==> src/rtl/collatz_sweep_ctrl_if.sv <==
`default_nettype none
// ============================================================================
// Module   : collatz_sweep_ctrl_if
// Brief    : Handshake between the sweep sequencer and the collatz core.
// Revision : 1.0 - initial release
// ============================================================================
interface collatz_sweep_ctrl_if #(
    parameter int SEED_BITS = 32,
    parameter int OLEN_BITS = 16
);
    logic                 core_load;
    logic [SEED_BITS-1:0] core_seed;
    logic                 core_abort;
    logic                 core_busy;
    logic [OLEN_BITS-1:0] core_orbit_len;
    logic [OLEN_BITS-1:0] core_path_rec;

    modport master (
        output core_load, core_seed, core_abort,
        input  core_busy, core_orbit_len, core_path_rec
    );

    modport slave (
        input  core_load, core_seed, core_abort,
        output core_busy, core_orbit_len, core_path_rec
    );
endinterface
`default_nettype wire

==> src/rtl/collatz_sweep_ctrl.sv <==
`default_nettype none
// ============================================================================
// Module   : collatz_sweep_ctrl
// Brief    : Runs a batch of consecutive seeds through one collatz core and
//            keeps the longest-orbit champion, with a per-seed step budget.
// Revision : 1.0 - initial release
// ============================================================================
module collatz_sweep_ctrl #(
    parameter int SEED_BITS  = 32,
    parameter int OLEN_BITS  = 16,
    parameter int COUNT_BITS = 16,
    parameter int STEP_LIMIT = 1000
) (
    input  wire logic                  clk,
    input  wire logic                  reset,
    input  wire logic                  cfg_start,
    input  wire logic                  cfg_abort,
    input  wire logic [SEED_BITS-1:0]  cfg_base,
    input  wire logic [COUNT_BITS-1:0] cfg_count,
    collatz_sweep_ctrl_if.master       core,
    output logic                       busy,
    output logic                       done,
    output logic                       aborted,
    output logic [SEED_BITS-1:0]       best_seed,
    output logic [OLEN_BITS-1:0]       best_len,
    output logic [OLEN_BITS-1:0]       best_rec,
    output logic [COUNT_BITS-1:0]      seeds_done,
    output logic [COUNT_BITS-1:0]      timeouts
);

    localparam int                     c_STEP_BITS  = $clog2(STEP_LIMIT + 1);
    localparam logic [c_STEP_BITS-1:0] c_STEP_LIMIT = c_STEP_BITS'(STEP_LIMIT);

    localparam logic [2:0] S_IDLE  = 3'd0;
    localparam logic [2:0] S_LOAD  = 3'd1;
    localparam logic [2:0] S_ARM   = 3'd2;
    localparam logic [2:0] S_WAIT  = 3'd3;
    localparam logic [2:0] S_NEXT  = 3'd4;
    localparam logic [2:0] S_ABORT = 3'd5;
    localparam logic [2:0] S_DONE  = 3'd6;

    logic [2:0]             r_state;
    logic [2:0]             w_next_state;
    logic [SEED_BITS-1:0]   r_seed;
    logic [COUNT_BITS-1:0]  r_remaining;
    logic [c_STEP_BITS-1:0] r_step;
    logic [c_STEP_BITS-1:0] w_step_inc;
    logic                   r_aborted;
    logic [SEED_BITS-1:0]   r_best_seed;
    logic [OLEN_BITS-1:0]   r_best_len;
    logic [OLEN_BITS-1:0]   r_best_rec;
    logic [COUNT_BITS-1:0]  r_seeds_done;
    logic [COUNT_BITS-1:0]  r_timeouts;
    logic [COUNT_BITS-1:0]  w_seeds_done_inc;
    logic [COUNT_BITS-1:0]  w_timeouts_inc;
    logic                   w_core_load;
    logic                   w_core_abort;
    logic                   w_done;
    logic                   w_complete;
    logic                   w_timeout_hit;
    logic                   w_new_best;

    assign w_step_inc       = r_step + 1'b1;
    assign w_seeds_done_inc = (&r_seeds_done) ? r_seeds_done : r_seeds_done + 1'b1;
    assign w_timeouts_inc   = (&r_timeouts)   ? r_timeouts   : r_timeouts + 1'b1;
    // First seed of the batch always seeds the champion, even with length 0
    assign w_new_best       = (r_seeds_done == '0) || (core.core_orbit_len > r_best_len);

    always_ff @(posedge clk or posedge reset) begin
        if (reset) begin
            r_state <= S_IDLE;
        end else begin
            r_state <= w_next_state;
        end
    end

    always_comb begin
        w_next_state  = r_state;
        w_core_load   = 1'b0;
        w_core_abort  = 1'b0;
        w_done        = 1'b0;
        w_complete    = 1'b0;
        w_timeout_hit = 1'b0;
        case (r_state)
            S_IDLE: begin
                if (cfg_start) begin
                    w_next_state = (cfg_count == '0) ? S_DONE : S_LOAD;
                end
            end
            S_LOAD: begin
                w_core_load  = 1'b1;
                w_next_state = cfg_abort ? S_ABORT : S_ARM;
            end
            S_ARM: begin
                w_next_state = cfg_abort ? S_ABORT : S_WAIT;
            end
            S_WAIT: begin
                // Completion beats the step budget when both land together
                if (cfg_abort) begin
                    w_next_state = S_ABORT;
                end else if (!core.core_busy) begin
                    w_complete   = 1'b1;
                    w_next_state = S_NEXT;
                end else if (w_step_inc == c_STEP_LIMIT) begin
                    w_timeout_hit = 1'b1;
                    w_core_abort  = 1'b1;
                    w_next_state  = S_NEXT;
                end
            end
            S_NEXT: begin
                if (cfg_abort) begin
                    w_next_state = S_ABORT;
                end else begin
                    w_next_state = (r_remaining == COUNT_BITS'(1)) ? S_DONE : S_LOAD;
                end
            end
            S_ABORT: begin
                w_core_abort = 1'b1;
                w_next_state = S_DONE;
            end
            S_DONE: begin
                w_done       = 1'b1;
                w_next_state = S_IDLE;
            end
            default: begin
                w_next_state = S_IDLE;
            end
        endcase
    end

    always_ff @(posedge clk or posedge reset) begin
        if (reset) begin
            r_seed       <= '0;
            r_remaining  <= '0;
            r_step       <= '0;
            r_aborted    <= 1'b0;
            r_best_seed  <= '0;
            r_best_len   <= '0;
            r_best_rec   <= '0;
            r_seeds_done <= '0;
            r_timeouts   <= '0;
        end else begin
            if (w_next_state == S_ABORT && r_state != S_ABORT) begin
                r_aborted <= 1'b1;
            end
            case (r_state)
                S_IDLE: begin
                    if (cfg_start) begin
                        r_seed       <= cfg_base;
                        r_remaining  <= cfg_count;
                        r_aborted    <= 1'b0;
                        r_best_seed  <= '0;
                        r_best_len   <= '0;
                        r_best_rec   <= '0;
                        r_seeds_done <= '0;
                        r_timeouts   <= '0;
                    end
                end
                S_ARM: begin
                    r_step <= '0;
                end
                S_WAIT: begin
                    r_step <= w_step_inc;
                    if (w_complete) begin
                        if (w_new_best) begin
                            r_best_seed <= r_seed;
                            r_best_len  <= core.core_orbit_len;
                            r_best_rec  <= core.core_path_rec;
                        end
                        r_seeds_done <= w_seeds_done_inc;
                    end else if (w_timeout_hit) begin
                        r_timeouts   <= w_timeouts_inc;
                        r_seeds_done <= w_seeds_done_inc;
                    end
                end
                S_NEXT: begin
                    r_seed      <= r_seed + 1'b1;
                    r_remaining <= r_remaining - 1'b1;
                end
                default: begin
                end
            endcase
        end
    end

    assign core.core_load  = w_core_load;
    assign core.core_seed  = r_seed;
    assign core.core_abort = w_core_abort;

    assign busy       = (r_state != S_IDLE);
    assign done       = w_done;
    assign aborted    = r_aborted;
    assign best_seed  = r_best_seed;
    assign best_len   = r_best_len;
    assign best_rec   = r_best_rec;
    assign seeds_done = r_seeds_done;
    assign timeouts   = r_timeouts;

endmodule
`default_nettype wire
==> src/flat_wrapper.sv <==
// flat-port wrapper written by rule: the top's interface ports become plain ports
module collatz_sweep_ctrl_flat 
#(
    parameter int SEED_BITS  = 32,
    parameter int OLEN_BITS  = 16,
    parameter int COUNT_BITS = 16,
    parameter int STEP_LIMIT = 1000
)
  (clk, reset, cfg_start, cfg_abort, cfg_base, cfg_count, busy, done, aborted, best_seed, best_len, best_rec, seeds_done, timeouts, core_core_load, core_core_seed, core_core_abort, core_core_busy, core_core_orbit_len, core_core_path_rec);
  collatz_sweep_ctrl_if #(.SEED_BITS(SEED_BITS), .OLEN_BITS(OLEN_BITS)) core_i ();
  input  wire logic clk;
  input  wire logic reset;
  input  wire logic cfg_start;
  input  wire logic cfg_abort;
  input  wire logic [SEED_BITS-1:0] cfg_base;
  input  wire logic [COUNT_BITS-1:0] cfg_count;
  output logic busy;
  output logic done;
  output logic aborted;
  output logic [SEED_BITS-1:0] best_seed;
  output logic [OLEN_BITS-1:0] best_len;
  output logic [OLEN_BITS-1:0] best_rec;
  output logic [COUNT_BITS-1:0] seeds_done;
  output logic [COUNT_BITS-1:0] timeouts;
  output wire logic [$bits(core_i.core_load)-1:0] core_core_load;
  output wire logic [$bits(core_i.core_seed)-1:0] core_core_seed;
  output wire logic [$bits(core_i.core_abort)-1:0] core_core_abort;
  input wire logic [$bits(core_i.core_busy)-1:0] core_core_busy;
  input wire logic [$bits(core_i.core_orbit_len)-1:0] core_core_orbit_len;
  input wire logic [$bits(core_i.core_path_rec)-1:0] core_core_path_rec;
  assign core_core_load = core_i.core_load;
  assign core_core_seed = core_i.core_seed;
  assign core_core_abort = core_i.core_abort;
  assign core_i.core_busy = core_core_busy;
  assign core_i.core_orbit_len = core_core_orbit_len;
  assign core_i.core_path_rec = core_core_path_rec;
  collatz_sweep_ctrl #(.SEED_BITS(SEED_BITS), .OLEN_BITS(OLEN_BITS), .COUNT_BITS(COUNT_BITS), .STEP_LIMIT(STEP_LIMIT)) u_core (.clk(clk), .reset(reset), .cfg_start(cfg_start), .cfg_abort(cfg_abort), .cfg_base(cfg_base), .cfg_count(cfg_count), .core(core_i), .busy(busy), .done(done), .aborted(aborted), .best_seed(best_seed), .best_len(best_len), .best_rec(best_rec), .seeds_done(seeds_done), .timeouts(timeouts));
endmodule
==> config.mk <==
export PLATFORM = sky130hd
export DESIGN_NAME = collatz_sweep_ctrl_flat
export DESIGN_NICKNAME = d
export VERILOG_FILES = /design/src/rtl/collatz_sweep_ctrl_if.sv /design/src/rtl/collatz_sweep_ctrl.sv /design/src/flat_wrapper.sv
export SDC_FILE = /design/constraint.sdc
export NUM_CORES = 1
export LEC_CHECK = 0
export ABC_CLOCK_PERIOD_IN_PS = 8000
export CAP_MARGIN = 20
export CORE_AREA = 2 2 194 196
export DETAILED_ROUTE_END_ITERATION = 10
export DIE_AREA = 0 0 196 198
export PLACE_DENSITY_LB_ADDON = 0.15
export SLEW_MARGIN = 10
export SYNTH_ARGS = -nofsm -noshare
export SYNTH_HDL_FRONTEND = slang
export SYNTH_SLANG_ARGS = --single-unit
==> constraint.sdc <==
create_clock -name clk -period 8 [get_ports clk]
set_input_delay 2 -clock clk [delete_from_list [all_inputs] [get_ports clk]]
set_output_delay 2 -clock clk [all_outputs]
set_load 0.02 [all_outputs]
==> results of run 1 <==
## registers in the layout, indices dropped and copies added (netlist names)
signal,flops
u_core.best_seed,32
u_core.aborted,1
u_core.best_len,16
u_core.seeds_done,16
u_core.timeouts,16
u_core.best_rec,16
u_core.r_step,10
u_core.r_state,3
u_core.r_remaining,16
u_core.core.core_seed,32
## kinds of logic after synthesis
logic type	count (synthesis)
compound gates	365
fa+ha+maj	23
buf+inv	169
flops	158
mux	18
simple gates	654
## area by class of cell
class,instances,area (um2)
clock buffers,20,467
clock inverters,12,158
fillers,3820,23000
inverters,33,129
multi-input cells,1060,6370
flip-flops and latches,158,3950
well taps,474,593
repair buffers,232,2300
## layer usage
metal	up-vias	routed length, um	share of wire, %	track usage, %
li1	5480	-	-	-
met1	5627	18800	48	28.3
met2	349	17800	45	30.5
met3	38	2260	5.7	4.05
met4	2	618	1.6	5.44
met5	-	11	0.028	0
## synth_stat cells, drive strengths merged, types with 4 or more instances
cell    number
inv         33
a31oi        6
dfrtp      158
a221o        6
or4         17
o41ai        4
o22ai        5
nand2      167
ha          23
o211ai     147
clkbuf     116
a211oi       8
nand4       31
o311ai      13
and2         5
a21oi       41
a21o         5
nor3        85
mux2i       17
nand2b      13
o21ai       28
buf         20
nor2       171
nand3      102
and3         8
a211o        5
a311oi      69
nor4        23
and4        10
o31ai       10
## how the worst max path moves through the flow
stage,to,slack (ns),cells past startpoint
2_1_floorplan,u_core.aborted,1.74,1
3_3_place_gp,core_core_abort,1.42,6
3_5_place_dp,core_core_abort,1.38,6
4_1_cts,core_core_abort,1.37,6
5_1_grt,core_core_abort,1.19,6
6_report,core_core_abort,1.37,6
## cell usage in the layout (no fill, tap or decap), drive strengths merged, types with 6 or more instances in the layout
cell type	count
clkdlybuf4s50	217
nor2	171
nand2	167
dfrtp	158
o211ai	147
nand3	102
nor3	85
a311oi	69
a21oi	41
inv	35
nand4	31
o21ai	28
nor4	23
ha	23
clkbuf	20
mux2i	17
or4	17
buf	15
nand2b	13
o311ai	13
o31ai	10
and4	10
and3	8
a211oi	8
a221o	6
a31oi	6
## power breakdown
part / internal [mW] / switching, mW / total, mW
clock network: 0.519 / 0.381 / 0.900
registers: 1.01 / 0.356 / 1.37
logic: 0.675 / 1.13 / 1.80
total: 2.20 / 1.87 / 4.07
## metrics by stage
stage               total power, mW  hold WS [ns]  cells  util (%)  area [um2]
detailed placement             3.19         0.483   1957      36.1       13300
floorplan                      2.40         0.450   1387         -       10900
global route                   4.34         0.520   1989      37.8       14000
CTS                            4.09         0.495   1989      37.8       14000
global placement               3.16         0.471   1957      36.1       13300
finish                         4.07         0.502   1989      37.8       14000
==> metrics.csv, run 1 <==
metric,value,unit
HPWL after DPL,25.1,mm
Die X,196,um
YS warnings,0,
Synth Instances,1387,
critical path launch point type,input pin,
core area,37000,um2
largest cells by area after synthesis,"dfrtp_1 36%, o211ai_1 10%, nor2_1 5.9%",
full die area,38800,um2
adder-cell share of the synthesized area,2.64,%
CTS tree,done,
drt first-iter violations,918,
cell row count,71,
drt pass-1 iters,5,
Worst Skew,0.00913,ns
CP most frequent cell,clkdlybuf4s50_1,
CTS Buf Count,17,
post-synthesis mux area share,1.66,%
io pins,218,
outcome,completed,
Final Max Tran Viols,0,
cells along the critical path,clkdlybuf4s50_1 -> and4bb_1 -> nand2_1 -> or3_1 -> o31ai_1 -> clkdlybuf4s50_1,
Worst EP required,6.00,ns
endpoints failing setup,0,
setup TNS,0,ns
vias per inst,5.78,
diode count,0,
Syn-to-layout area delta,28.1,%
H-tree Lvls,4,
pwr/cell area,291,nW/um2
"Slowest-stage cell, CP",clkdlybuf4s50_1,
Yosys top cell by area,dfrtp_1,
DR vias,11500,
leakage power,5.06,nW
Peak Freq,151,MHz
Hold Buf Count CTS,0,
Post-Syn Nets,1495,
post_cts resized,0,
simple-gate area share of the yosys netlist,28.6,%
Most used DFF post-synth,dfrtp_1,
worst path arrival time,4.63,ns
Synth cell types,63,
reg-to-reg endpoint,u_core.best_seed[21],
worst hold endpoint,u_core.r_remaining[15],
post-synth top area share,36.3,%
Synth Area in XOR/XNOR,0,%
setup bufs post-CTS,0,
worst-case headroom to the max-slew limit,29.7,%
ANT nets after route,0,
Synth Register Bits,158,
hold path cells,1,
area of the mapped netlist,10900,um2
pin count of the biggest net entering global routing,193,
CTS Root Cell,clkbuf_16,
GRT Total Usage,19.9,%
max-cap violation count,0,
vias in the first global route,10600,
worst hold path class,reg -> reg,
Starting Density,29.5,%
Buffers & Inverters on Critical Path,2,
Post-Syn Area per Cell,7.86,um2
r2r startpoint,u_core.seeds_done[9],
final WL,39.5,mm
VDD IR max,0.161,mV
post-synthesis compound-gate area fraction,24.8,%
Period minus WS final,6.63,ns
DRC,0,
share of layout cells above drive strength 1,4.22,%
Crit Path Class,in -> out,
clk slew on worst S/H paths,0.07,ns
asr flop ratio synth,100,%
clk_lat worst skew,0.44,ns
CTS sink cnt,158,
dpl ws,1.38,ns
min-delay src,u_core.r_remaining[15],
RSZ-0062 raised after global routing,no,
Die H,198,um
Max stage delay on crit path,0.65,ns
Worst-Margin Slew,1.06,ns
Final Hold Vio Count,0,
register area share after synthesis,36.3,%
Final period util,82.9,%
RD Place Congestion,0.809,
first-pass GRT wire length,61.4,mm
R2R cell count,6,
initial antenna violation count,1,
crit path capture type,output pin,
FF-to-FF setup slack,4.41,ns
final worst slack,1.37,ns
WL/cell,19.8,um
number of flops mapped to enable cells by yosys,0,
Setup crit start,cfg_abort,
main combinational cell family by area after synthesis,simple AND/OR/NAND/NOR gates,
Clock Path Buffers,2,
nets,1610,
cell family with most CP delay,simple AND/OR/NAND/NOR gates,
critical path peak fanout,19,
grt ovf,0,
count of input and output buffers,217,
(Power assumes the default switching activity.)
==> run 2, diff against run 1 <==
- ABC_CLOCK_PERIOD_IN_PS: 8000 -> 5600
- clock period: 8 -> 5.6 ns (I/O delays scaled with it)
==> run 2 against run 1 <==
Net effect: via count up 1.3%; utilization grew 0.21 points; sequential share of layout area is 0.15 points lower; critical path depth stayed put; final area increased by 0.55%; final cell count rose by 0.35%; clock power rose by 33%; routed wire length is 1.7% higher; global-route usage grew 0.47 points.
==> metrics.csv, run 2 (same netlist as run 1, synthesis figures left out) <==
metric,value,unit,change
Final Non-Filler Cells,1996,,was 1989
worst hold slack,0.489,ns,was 0.502 ns
Period minus WS final,4.93,ns,
final core utilization,38.0,%,was 37.8%
GRT Total Usage,20.3,%,was 19.9%
switching share of power,46.9,%,was 45.9%
endpoints failing setup,0,,unchanged
Peak Freq,203,MHz,
count of input and output buffers,217,,unchanged
DRC,0,,unchanged
vias per inst,5.83,,was 5.78
final total power,5.78,mW,was 4.07 mW
"Slowest-stage cell, CP",clkdlybuf4s50_1,,unchanged
"commonest cells after routing, fill and taps aside","217 x clkdlybuf4s50_1, 171 x nor2_1, 167 x nand2_1, 158 x dfrtp_1, 147 x o211ai_1",,unchanged
P_sw,2.71,mW,was 1.87 mW
CTS Root Cell,clkbuf_16,,unchanged
Logic pwr share,45.5,%,was 44.3%
DR vias,11600,,was 11500
first-pass GRT wire length,62.7,mm,was 61.4 mm
Worst EP required,4.20,ns,was 6.00 ns
CTS tree,done,,unchanged
drt pass-1 iters,5,,unchanged
sequential power share,33.7,%,was 33.6%
vias in the first global route,11000,,was 10600
Hold Buf Count CTS,0,,unchanged
io pins,218,,unchanged
Crit Path Class,in -> out,,unchanged
setup bufs post-CTS,0,,unchanged
RD Place Congestion,0.799,,was 0.809
worst hold path class,reg -> reg,,unchanged
Placed Cells incl. Taps,1964,,was 1957
worst path arrival time,3.53,ns,was 4.63 ns
pin count of the biggest net entering global routing,119,,was 193
setup TNS,0,ns,unchanged
critical path launch point type,input pin,,unchanged
CTS Buf Count,17,,unchanged
Starting Density,29.5,%,unchanged
Die X,196,um,unchanged
Max stage delay on crit path,0.68,ns,was 0.65 ns
clk_lat worst skew,0.44,ns,about the same
final worst slack,0.667,ns,was 1.37 ns
VDD IR max,0.234,mV,was 0.161 mV
diode count,0,,unchanged
cells along the critical path,clkdlybuf4s50_1 -> and4bb_1 -> nand2_1 -> or3_1 -> o31ai_1 -> clkdlybuf4s50_1,,unchanged
max-cap violation count,0,,unchanged
area post-placement,13500,um2,was 13300 um2
core area,37000,um2,unchanged
initial antenna violation count,3,,was 1
WL/cell,20.1,um,was 19.8 um
final WL,40.1,mm,was 39.5 mm
Int Pwr,3.07,mW,was 2.20 mW
Final period util,88.1,%,
CP most frequent cell,clkdlybuf4s50_1,,unchanged
HPWL after DPL,25.7,mm,was 25.1 mm
Final Max Tran Viols,0,,unchanged
grt ovf,0,,unchanged
Clock Path Buffers,2,,unchanged
drt first-iter violations,986,,was 918
worst-case headroom to the max-slew limit,40.8,%,was 29.7%
crit path capture type,output pin,,unchanged
"most common cell after layout, fill and taps aside",clkdlybuf4s50_1,,unchanged
share of layout cells above drive strength 1,4.66,%,was 4.22%
nets,1617,,was 1610
dpl ws,0.693,ns,was 1.38 ns
clk slew on worst S/H paths,0.07,ns,about the same
fillers,3791,,was 3820
leakage power,5.10,nW,was 5.06 nW
ANT nets after route,0,,unchanged
CTS sink cnt,158,,unchanged
cell row count,71,,unchanged
critical path peak fanout,9,,was 19
H-tree Lvls,4,,unchanged
Final Hold Vio Count,0,,unchanged
post_cts resized,0,,unchanged
pwr/cell area,411,nW/um2,was 291 nW/um2
outcome,completed,,unchanged
cell family with most CP delay,buffers and inverters,,was simple AND/OR/NAND/NOR gates
cell area after layout,14000,um2,about the same
RSZ-0062 raised after global routing,no,,unchanged
Buffers & Inverters on Critical Path,2,,unchanged
Worst Skew,0.0130,ns,was 0.00913 ns
Clk pwr share,20.8,%,was 22.1%
Die H,198,um,unchanged
full die area,38800,um2,unchanged
Syn-to-layout area delta,28.8,%,was 28.1%
Worst-Margin Slew,0.887,ns,was 1.06 ns
==> run 2: worst paths after layout <==
kind | startpoint | to | slack, ns | cells after the start
setup / recovery | cfg_abort | core_core_abort | 0.67 | 6
hold / removal | u_core.r_remaining[13] | u_core.r_remaining[13] | 0.49 | 1
setup reg to reg | u_core.seeds_done[9] | u_core.best_len[4] | 2.52 | 6
hold reg to reg | u_core.r_remaining[13] | u_core.r_remaining[13] | 0.49 | 1
max in group asynchronous | reset | u_core.best_seed[25] | 3.13 | 3
min in group asynchronous | reset | u_core.seeds_done[7] | 1.39 | 2
==> run 2: metal layers <==
layer	wire, um	global-route usage [%]	vias up
li1	-	-	5502
met1	19000	28.8	5761
met2	18400	31.4	345
met3	2270	4.04	30
met4	449	5.64	6
met5	39	0	-
==> run 2: power by group through the flow <==
stage,registers [mW],logic [mW],clock network (mW)
detailed placement,1.96,2.64,0
floorplan,1.98,1.45,0
CTS,1.94,2.64,1.23
finish,1.95,2.63,1.20
global placement,1.96,2.59,0
global route,2.01,2.88,1.28
==> run 2: final cells by class <==
type	count	area, um2	share of cell area [%]
repair buffers	239	2420	17.3
well taps	474	593	4.22
inverters	33	128	0.909
multi-input cells	1060	6370	45.4
clock buffers	18	439	3.13
flip-flops and latches	158	3950	28.1
clock inverters	14	135	0.962
==> run 3, diff against run 2 <==
- RECOVER_POWER: not set -> 50
==> run 3 against run 2 <==
Net effect: the run now ends with capacitance limit, slew limit left; critical path depth did not move; utilization shrank 0.11 points; highest routed layer unchanged; largest power group unchanged; die area unchanged; sequential share of layout area is 0.083 points higher; clock power about the same; final area decreased by 0.29%; non-clock buffer count did not move; setup slack worse by 0.063 ns; global-route usage unchanged; critical path type unchanged; clock skew is essentially flat; fmax is 1.3% lower; total power down 0.18%; critical endpoint unchanged.
==> metrics.csv, run 3 (same netlist as run 1, synthesis figures left out) <==
metric,value,unit,change
Int Pwr,3.06,mW,was 3.07 mW
clk_lat worst skew,0.44,ns,about the same
cells along the critical path,dlygate4sd3_1 -> and4bb_1 -> nand2_1 -> or3_1 -> o31ai_1 -> clkdlybuf4s50_1,,was clkdlybuf4s50_1 -> and4bb_1 -> nand2_1 -> or3_1 -> o31ai_1 -> clkdlybuf4s50_1
CTS Buf Count,17,,unchanged
Max stage delay on crit path,0.67,ns,was 0.68 ns
sequential power share,33.7,%,about the same
setup TNS,0,ns,unchanged
nets,1617,,unchanged
first-pass GRT wire length,62.7,mm,unchanged
fillers,3795,,was 3791
failing checks,"capacitance limit, slew limit",,
pwr/cell area,412,nW/um2,was 411 nW/um2
drt first-iter violations,994,,was 986
WL/cell,20.1,um,about the same
vias per inst,5.83,,about the same
Die H,198,um,unchanged
reg-to-reg endpoint,u_core.r_remaining[12],,was u_core.best_len[4]
max-cap violation count,4,,was 0
Clk pwr share,20.8,%,about the same
initial antenna violation count,3,,unchanged
Starting Density,29.5,%,unchanged
H-tree Lvls,4,,unchanged
final core utilization,37.9,%,was 38.0%
CTS sink cnt,158,,unchanged
FF-to-FF setup slack,1.46,ns,was 2.52 ns
grt met2 use,31.4,%,unchanged
Worst Skew,0.0132,ns,was 0.0130 ns
CTS Root Cell,clkbuf_16,,unchanged
DRC,0,,unchanged
VDD IR max,0.233,mV,was 0.234 mV
worst hold path class,reg -> reg,,unchanged
hold path cells,1,,unchanged
Logic pwr share,45.5,%,about the same
final worst slack,0.604,ns,was 0.667 ns
met3 usage,4.04,%,unchanged
P_sw,2.70,mW,was 2.71 mW
clk slew on worst S/H paths,0.07,ns,about the same
HPWL after DPL,25.7,mm,unchanged
cell area after layout,14000,um2,about the same
crit path capture type,output pin,,unchanged
cell family with most CP delay,buffers and inverters,,unchanged
R2R cell count,4,,was 6
share of layout cells above drive strength 1,4.40,%,was 4.66%
vias in the first global route,11000,,unchanged
met1 Usage GRT,28.8,%,unchanged
Clock Path Buffers,2,,unchanged
"Slowest-stage cell, CP",dlygate4sd3_1,,was clkdlybuf4s50_1
critical path peak fanout,9,,unchanged
setup bufs post-CTS,0,,unchanged
Crit Path Class,in -> out,,unchanged
"most common cell after layout, fill and taps aside",clkdlybuf4s50_1,,unchanged
Worst-Margin Slew,2.85,ns,was 0.887 ns
grt ovf,0,,unchanged
GRT Total Usage,20.3,%,unchanged
CTS tree,done,,unchanged
Worst EP required,4.20,ns,about the same
Die X,196,um,unchanged
global route hottest layer,met2,,unchanged
pin count of the biggest net entering global routing,119,,unchanged
post_cts resized,0,,unchanged
Final Hold Vio Count,0,,unchanged
core area,37000,um2,unchanged
Final Non-Filler Cells,1996,,unchanged
min-delay src,u_core.r_remaining[13],,unchanged
dpl ws,0.693,ns,unchanged
RD Place Congestion,0.799,,unchanged
final WL,40.2,mm,was 40.1 mm
Final period util,89.2,%,was 88.1%
Period minus WS final,5.00,ns,was 4.93 ns
drt pass-1 iters,5,,unchanged
Peak Freq,200,MHz,was 203 MHz
"commonest cells after routing, fill and taps aside","195 x clkdlybuf4s50_1, 171 x nor2_1, 167 x nand2_1, 158 x dfrtp_1, 147 x o211ai_1",,"was 217 x clkdlybuf4s50_1, 171 x nor2_1, 167 x nand2_1, 158 x dfrtp_1, 147 x o211ai_1"
ANT nets after route,0,,unchanged
io pins,218,,unchanged
Buffers & Inverters on Critical Path,2,,unchanged
Placed Cells incl. Taps,1964,,unchanged
outcome,finished with violations,,was completed
Seq. cell area,3950,um2,unchanged
Syn-to-layout area delta,28.4,%,was 28.8%
RSZ-0062 raised after global routing,no,,unchanged
cell row count,71,,unchanged
area post-placement,13500,um2,unchanged
worst path arrival time,3.60,ns,was 3.53 ns
worst-case headroom to the max-slew limit,-90.2,%,was 40.8%
Final Max Tran Viols,252,,was 0
switching share of power,46.9,%,about the same
Hold Buf Count CTS,0,,unchanged
multi-input gate area in the final layout,6350,um2,was 6370 um2
critical path launch point type,input pin,,unchanged
endpoints failing setup,0,,unchanged
r2r startpoint,u_core.r_state[0],,was u_core.seeds_done[9]
worst hold slack,0.493,ns,was 0.489 ns
leakage power,5.13,nW,was 5.10 nW
worst hold endpoint,u_core.r_remaining[13],,unchanged
count of input and output buffers,217,,unchanged
final total power,5.77,mW,was 5.78 mW
diode count,0,,unchanged
DR vias,11600,,about the same
full die area,38800,um2,unchanged
run 3: cell count changes in the layout (fill, tap and decap cells not counted):
cell and change:
clkinvlp_2 +1, dlygate4sd3_1 +22, buf_4 -2, nor4b_1 +1, clkdlybuf4s50_1 -22, clkbuf_1 +2, or4b_4 -1, clkinvlp_4 -1
buf_12 -1, or4b_1 +1, clkbuf_4 +1, nor4b_4 -1
run 3: metal layers:
metal / up-vias / part of all wire (%)
li1: 5500 / -
met1: 5726 / 47
met2: 368 / 46
met3: 30 / 5.8
met4: 6 / 1.1
met5: - / 0.097
run 3: cell type report:
cell class,instances,area share [%]
well taps,474,4.23
repair buffers,239,17.2
flip-flops and latches,158,28.2
clock inverters,14,0.965
multi-input cells,1060,45.4
inverters,33,0.893
clock buffers,18,3.14
run 3: worst register-to-register path, stage by stage, from the launching register on:
cell and delay [ns]:
dfrtp_1 0.71, or4b_1 1.88, nand2_1 0.88, o21a_1 0.32
o221a_2 0.24
run 3: worst max-delay path by stage:
stage / from / to / slack (ns) / depth (start not counted)
3_3_place_gp: cfg_abort / core_core_abort / 0.67 / 6
4_1_cts: cfg_abort / core_core_abort / 0.68 / 6
6_report: cfg_abort / core_core_abort / 0.60 / 6
3_5_place_dp: cfg_abort / core_core_abort / 0.69 / 6
5_1_grt: cfg_start / u_core.r_remaining[12] / 0.36 / 5
2_1_floorplan: cfg_abort / core_core_abort / 1.42 / 8
run 3: power by group through the flow:
stage	sequential, mW	clock [mW]	combinational (mW)
floorplan	1.98	0	1.45
global placement	1.96	0	2.59
detailed placement	1.96	0	2.64
CTS	1.94	1.23	2.64
global route	2.00	1.28	2.87
finish	1.94	1.20	2.62
